## src/rtl/ascon_pack.sv

```systemverilog
`timescale 1ns/1ps
// ascon_pack: shared Ascon types and constants.
//   type_state       : five 64-bit words x0..x4 (index 0 = x0)
//   SBOX_COLS        : number of 5-bit columns in a state
//   type_inv_sub_fsm : control states of the inverse substitution layer
package ascon_pack;
  localparam int SBOX_COLS = 64;
  typedef logic [4:0][SBOX_COLS-1:0] type_state;
  typedef enum logic [1:0] {IDLE, PROCESS, DONE} type_inv_sub_fsm;
endpackage

```

## src/rtl/inv_substitution_layer_sbox_inv.sv

```systemverilog
`timescale 1ns/1ps
// sbox_inv: combinational inverse Ascon 5-bit S-box.
//   x : column {x0,x1,x2,x3,x4}, x0 as MSB
//   y : inverse-substituted column
// ascon_sbox (forward S-box, same port meaning) is only built with INV_SUBSTITUTION_CHECK_EN.
module sbox_inv (
  input  logic [4:0] x,
  output logic [4:0] y
);
  localparam logic [4:0] LUT [32] = '{
    5'h14, 5'h1a, 5'h07, 5'h0d, 5'h00, 5'h09, 5'h0e, 5'h12,
    5'h0a, 5'h06, 5'h1d, 5'h01, 5'h19, 5'h15, 5'h13, 5'h1e,
    5'h18, 5'h16, 5'h0b, 5'h11, 5'h03, 5'h05, 5'h1c, 5'h1f,
    5'h17, 5'h1b, 5'h04, 5'h08, 5'h0f, 5'h0c, 5'h10, 5'h02};
  assign y = LUT[x];
endmodule

`ifdef INV_SUBSTITUTION_CHECK_EN
module ascon_sbox (
  input  logic [4:0] x,
  output logic [4:0] y
);
  localparam logic [4:0] LUT [32] = '{
    5'h04, 5'h0b, 5'h1f, 5'h14, 5'h1a, 5'h15, 5'h09, 5'h02,
    5'h1b, 5'h05, 5'h08, 5'h12, 5'h1d, 5'h03, 5'h06, 5'h1c,
    5'h1e, 5'h13, 5'h07, 5'h0e, 5'h00, 5'h0d, 5'h11, 5'h18,
    5'h10, 5'h0c, 5'h01, 5'h19, 5'h16, 5'h0a, 5'h0f, 5'h17};
  assign y = LUT[x];
endmodule
`endif

```

## src/rtl/inv_substitution_layer.sv

```systemverilog
`timescale 1ns/1ps
// inv_substitution_layer: iterative inverse Ascon substitution layer, COLS_PER_CYCLE columns per clock.
//   clock_i, resetb_i    : clock (rising edge), asynchronous active-low reset
//   valid_i/ready_o      : input handshake, state_i sampled on the accept edge
//   valid_o/ready_i      : output handshake, state_o held stable while valid_o=1
//   mismatch_o           : sticky self-check error, built only with INV_SUBSTITUTION_CHECK_EN (else 0)
module inv_substitution_layer
  import ascon_pack::*;
#(
  parameter int COLS_PER_CYCLE = 8
) (
  input  logic      clock_i,
  input  logic      resetb_i,
  input  logic      valid_i,
  output logic      ready_o,
  input  type_state state_i,
  output logic      valid_o,
  input  logic      ready_i,
  output type_state state_o,
  output logic      mismatch_o
);
  localparam int N  = SBOX_COLS / COLS_PER_CYCLE;
  localparam int CW = $clog2(N) + 1;
  if (!(COLS_PER_CYCLE == 1 || COLS_PER_CYCLE == 2 || COLS_PER_CYCLE == 4 || COLS_PER_CYCLE == 8 ||
        COLS_PER_CYCLE == 16 || COLS_PER_CYCLE == 32 || COLS_PER_CYCLE == 64)) begin : g_bad_cols
    $error("COLS_PER_CYCLE must be one of 1, 2, 4, 8, 16, 32, 64");
  end
  type_inv_sub_fsm fsm;
  logic [CW-1:0] cnt;
  type_state st;
  logic [4:0][COLS_PER_CYCLE-1:0] cur, res;
  logic accept;
  assign accept  = fsm == IDLE && valid_i && ready_o;
  assign state_o = st;
  for (genvar w = 0; w < 5; w++) begin : g_word
    assign cur[w] = st[w][cnt * COLS_PER_CYCLE +: COLS_PER_CYCLE];
  end
`ifdef INV_SUBSTITUTION_CHECK_EN
  type_state shadow;
  logic [COLS_PER_CYCLE-1:0] col_bad;
`endif
  for (genvar j = 0; j < COLS_PER_CYCLE; j++) begin : g_col
    logic [4:0] y;
    sbox_inv u_inv (.x({cur[0][j], cur[1][j], cur[2][j], cur[3][j], cur[4][j]}), .y(y));
    assign {res[0][j], res[1][j], res[2][j], res[3][j], res[4][j]} = y;
`ifdef INV_SUBSTITUTION_CHECK_EN
    // Forward-map the freshly inverted column and compare with the accepted input column.
    logic [4:0] f;
    localparam int B = j;
    ascon_sbox u_fwd (.x(y), .y(f));
    assign col_bad[j] = f != {shadow[0][cnt * COLS_PER_CYCLE + B], shadow[1][cnt * COLS_PER_CYCLE + B],
                              shadow[2][cnt * COLS_PER_CYCLE + B], shadow[3][cnt * COLS_PER_CYCLE + B],
                              shadow[4][cnt * COLS_PER_CYCLE + B]};
`endif
  end
  always_ff @(posedge clock_i or negedge resetb_i) begin
    if (!resetb_i) begin
      fsm     <= IDLE;
      cnt     <= '0;
      st      <= '0;
      valid_o <= 1'b0;
      ready_o <= 1'b1;
    end else begin
      case (fsm)
        IDLE: if (accept) begin
          st      <= state_i;
          cnt     <= '0;
          ready_o <= 1'b0;
          fsm     <= PROCESS;
        end
        PROCESS: begin
          for (int w = 0; w < 5; w++) st[w][cnt * COLS_PER_CYCLE +: COLS_PER_CYCLE] <= res[w];
          cnt <= cnt + CW'(1);
          if (cnt == CW'(N - 1)) begin
            valid_o <= 1'b1;
            fsm     <= DONE;
          end
        end
        DONE: if (ready_i) begin
          valid_o <= 1'b0;
          ready_o <= 1'b1;
          fsm     <= IDLE;
        end
        default: fsm <= IDLE;
      endcase
    end
  end
`ifdef INV_SUBSTITUTION_CHECK_EN
  always_ff @(posedge clock_i or negedge resetb_i) begin
    if (!resetb_i) begin
      shadow     <= '0;
      mismatch_o <= 1'b0;
    end else if (accept) begin
      shadow     <= state_i;
      mismatch_o <= 1'b0;
    end else if (fsm == PROCESS && |col_bad) begin
      mismatch_o <= 1'b1;
    end
  end
`else
  assign mismatch_o = 1'b0;
`endif
endmodule
```

## config.mk

```make
export PLATFORM = sky130hd
export DESIGN_NAME = inv_substitution_layer
export DESIGN_NICKNAME = d
export VERILOG_FILES = /design/src/rtl/ascon_pack.sv /design/src/rtl/inv_substitution_layer_sbox_inv.sv /design/src/rtl/inv_substitution_layer.sv
export SDC_FILE = /design/constraint.sdc
export NUM_CORES = 1
export LEC_CHECK = 0
export BUFFER_PORTS_ARGS = -buffer_cell sky130_fd_sc_hd__buf_2
export CORE_AREA = 2 2 253 255
export CTS_CLUSTER_SIZE = 30
export DETAILED_ROUTE_END_ITERATION = 10
export DIE_AREA = 0 0 255 257
export GPL_ROUTABILITY_DRIVEN = 0
export PLACE_DENSITY = 0.6
export SLEW_MARGIN = 25
export SYNTH_ARGS = -nofsm -noshare
export SYNTH_HDL_FRONTEND = slang
export SYNTH_SLANG_ARGS = --single-unit
```

## constraint.sdc

```tcl
create_clock -name clock_i -period 4 [get_ports clock_i]
set_input_delay 0.8 -clock clock_i [delete_from_list [all_inputs] [get_ports clock_i]]
set_output_delay 0.8 -clock clock_i [all_outputs]
set_load 0.02 [all_outputs]
```

==> impl_metrics.env <==
export IMPL_post_route_util_pct=42.56
export IMPL_post_cts_buffers=0
export IMPL_peakVddDrop_v=0.0002154
export IMPL_grt_pass1_wl_um=163000
export IMPL_area_delta_synth_final_pct=28.52
export IMPL_tns_ns=0
export IMPL_netlist_instances=2217
export IMPL_p_leak_nw=11.03
export IMPL_relSlewSlack_pct=0.007764
export IMPL_setup_worst_path_end_class="flop"
export IMPL_ctsLongestPathBuffers=3
export IMPL_place_port_buffers=645
export IMPL_initial_utilization_pct=33.12
export IMPL_fin_crit_ns=3.712
export IMPL_worst_slack_ns=0.2878
export IMPL_root_buffer="clkbuf_16"
export IMPL_switchingPower_mw=1.715
export IMPL_routed_wl_um=116200
export IMPL_fin_crit_sh_pct=92.80
export IMPL_worstSetupPathType="reg -> reg"
export IMPL_fin_skew_ns=0.02286
export IMPL_pwr_share_comb_pct=3.8
export IMPL_slew_violations=0
export IMPL_yosysSeqAreaShare_pct=39.51
export IMPL_rsz0062_at_grt="no"
export IMPL_final_hold_viol_count=0
export IMPL_p_sw_share_pct=23.73
export IMPL_num_vias=22990
export IMPL_final_cells=3695
export IMPL_status="finished, final reports clean"
export IMPL_start_kind="flop"
export IMPL_firstDrtPassIters=7
export IMPL_powerDensity_mw_per_mm2=270.7
export IMPL_required_ns=4.42
export IMPL_rrSetupSlack_ns=0.29
export IMPL_dieArea_mm2=0.06554
export IMPL_p_int_mw=5.512
export IMPL_synthFlopType="dfrtp_1"
export IMPL_path_clk_slew_ns=0.06
export IMPL_hold_buffers=0
export IMPL_dp_slack_ns=0.3394
export IMPL_io_pins=647
export IMPL_synth_cell_types=90
export IMPL_worstPathArrival_ns=4.13
export IMPL_die_h_um=257
export IMPL_setup_violations=0
export IMPL_clkSinkCount=328
export IMPL_worstPathMaxFanout=19
export IMPL_grt_antenna_before_repair=13
export IMPL_p_seq_share_pct=45.9
export IMPL_layout_drive_gt1_share_pct=34.52
export IMPL_dp_cells=3621
export IMPL_hold_path_class="in -> async"
export IMPL_dpl_hpwl_um=82760
export IMPL_mostFrequentLayoutCells="buf_2, a21oi_1, nor2_1"
export IMPL_insertion_delay_ns=0.57
export IMPL_p_total_mw=7.227
export IMPL_rows=92
export IMPL_grt_usage_pct=34.32
export IMPL_max_freq_ghz=0.2694
export IMPL_cts_resized=0
export IMPL_wire_per_inst_um=31.45
export IMPL_grt_remaining_overflow=0
export IMPL_ys_async_sr_fraction_pct=100.0
export IMPL_vias_per_cell=6.222
export IMPL_drc=0
export IMPL_core_area_mm2=0.06274
export IMPL_fp_dieW_um=255
export IMPL_grt_pass1_vias=22600
export IMPL_drt_iter0_markers=2699
export IMPL_ys_seq_elements=328
export IMPL_synth_edf_count=0
export IMPL_ctsHtreeMaxLevel=2
export IMPL_max_slew_worst_pin_slew_ns=1.500
export IMPL_synth_warnings=0
export IMPL_synth_nets=2603
export IMPL_layout_commonest_cell="buf_2"
export IMPL_syn_area_per_cell_um2=9.371
export IMPL_cts_buffers_inserted=40
export IMPL_clockPowerShare_pct=50.3
export IMPL_cts_tree="done"
export IMPL_grt_max_degree=206
export IMPL_syn_cell_area_mm2=0.02077
export IMPL_cap_violations=0
export IMPL_layout_nets=3203
export IMPL_postRouteAntennaNets=0
==> critical path, stage by stage (launching register included) <==
cell and delay (ns):
dfrtp_4 0.53, buf_4 0.39, mux4_2 0.59, a22oi_4 0.41
inv_1 0.25, ha_1 0.27, o21ai_0 0.22, a21oi_1 0.13
mux2i_2 0.56, o221ai_1 0.19
==> logic make-up (layout without fill, tap and decap cells) <==
family	Yosys count	in the layout	synth area share, %
AOI/OAI and AO/OA	838	838	25.51
xor gates and xnor gates	26	26	1.277
DFF	328	328	39.51
adders and majority gates	62	62	3.734
and+or+nand+nor	542	542	11.15
buffers and inverters	229	854	5.017
other	1	8	0.01805
muxes	191	191	13.77
==> per-stage QoR <==
step / hold slack [ns] / instance area [um^2]
floorplan: 0.5044 / 20770
global placement: 0.5171 / 25440
detailed placement: 0.5006 / 25440
CTS: 0.2545 / 26670
global route: 0.2753 / 26690
finish: 0.2386 / 26700
==> cell usage after synthesis (6+ instances only) <==
cell,instances,area share (%)
nor3_1,12,0.29
mux4_2,68,7.4
a211oi_1,78,2.8
o211ai_1,10,0.36
o22ai_1,244,7.3
buf_4,12,0.43
clkbuf_1,144,2.6
mux2_2,15,0.81
o221ai_1,8,0.34
nand2b_1,8,0.24
a22oi_2,10,0.60
a31oi_1,12,0.36
o21ai_0,32,0.77
ha_1,62,3.7
a21oi_2,7,0.30
a22o_1,9,0.38
mux2i_1,100,4.8
inv_1,28,0.51
o21ai_1,12,0.29
dfrtp_1,327,39
nor2b_1,9,0.27
and3_1,31,0.93
nand3_1,19,0.46
xnor2_1,15,0.63
nand2_1,101,1.8
nor2_1,330,6.0
buf_2,29,0.70
xor2_1,6,0.25
a22oi_1,14,0.51
a21oi_1,346,8.3
==> metal layers <==
metal | GRT usage [%] | wire, um
met1 | 43.52 | 43510
met2 | 55.41 | 54230
met3 | 8.487 | 12570
met4 | 14.77 | 5838
met5 | 0 | 51
==> power groups by stage <==
stage               sequential [mW]  clock (mW)  combinational (mW)
CTS                            3.32        3.67               0.277
floorplan                      3.38           0             0.00838
global placement               3.38           0               0.274
global route                   3.32        3.79               0.296
detailed placement             3.38           0               0.276
finish                         3.32        3.64               0.274
==> flip-flops by register name, summed over array words and instances, names as in the netlist <==
signal,cells
valid_o,1
state_o,320
fsm,2
ready_o,1
cnt,4
==> cell type report <==
cell class / count / area, um^2
Tap cell: 846 / 1059
Sequential cell: 328 / 8219
Timing Repair Buffer: 754 / 4294
Clock buffer: 58 / 1120
Fill cell: 6159 / 36030
Inverter: 33 / 123.9
Multi-Input combinational cell: 1660 / 11760
Antenna cell: 7 / 17.52
Clock inverter: 9 / 112.6
==> final timing paths <==
path,startpoint,endpoint,cells after the start
worst max-delay path,cnt[0],state_o[38],9
worst min-delay path,resetb_i,state_o[87],1
worst max register to register,cnt[0],state_o[38],9
worst min register to register,state_o[39],state_o[39],2
max in group asynchronous,resetb_i,state_o[310],2
min in group clock_i,state_i[147],state_o[147],3
No activity file was read; power rests on OpenSTA's default activity.
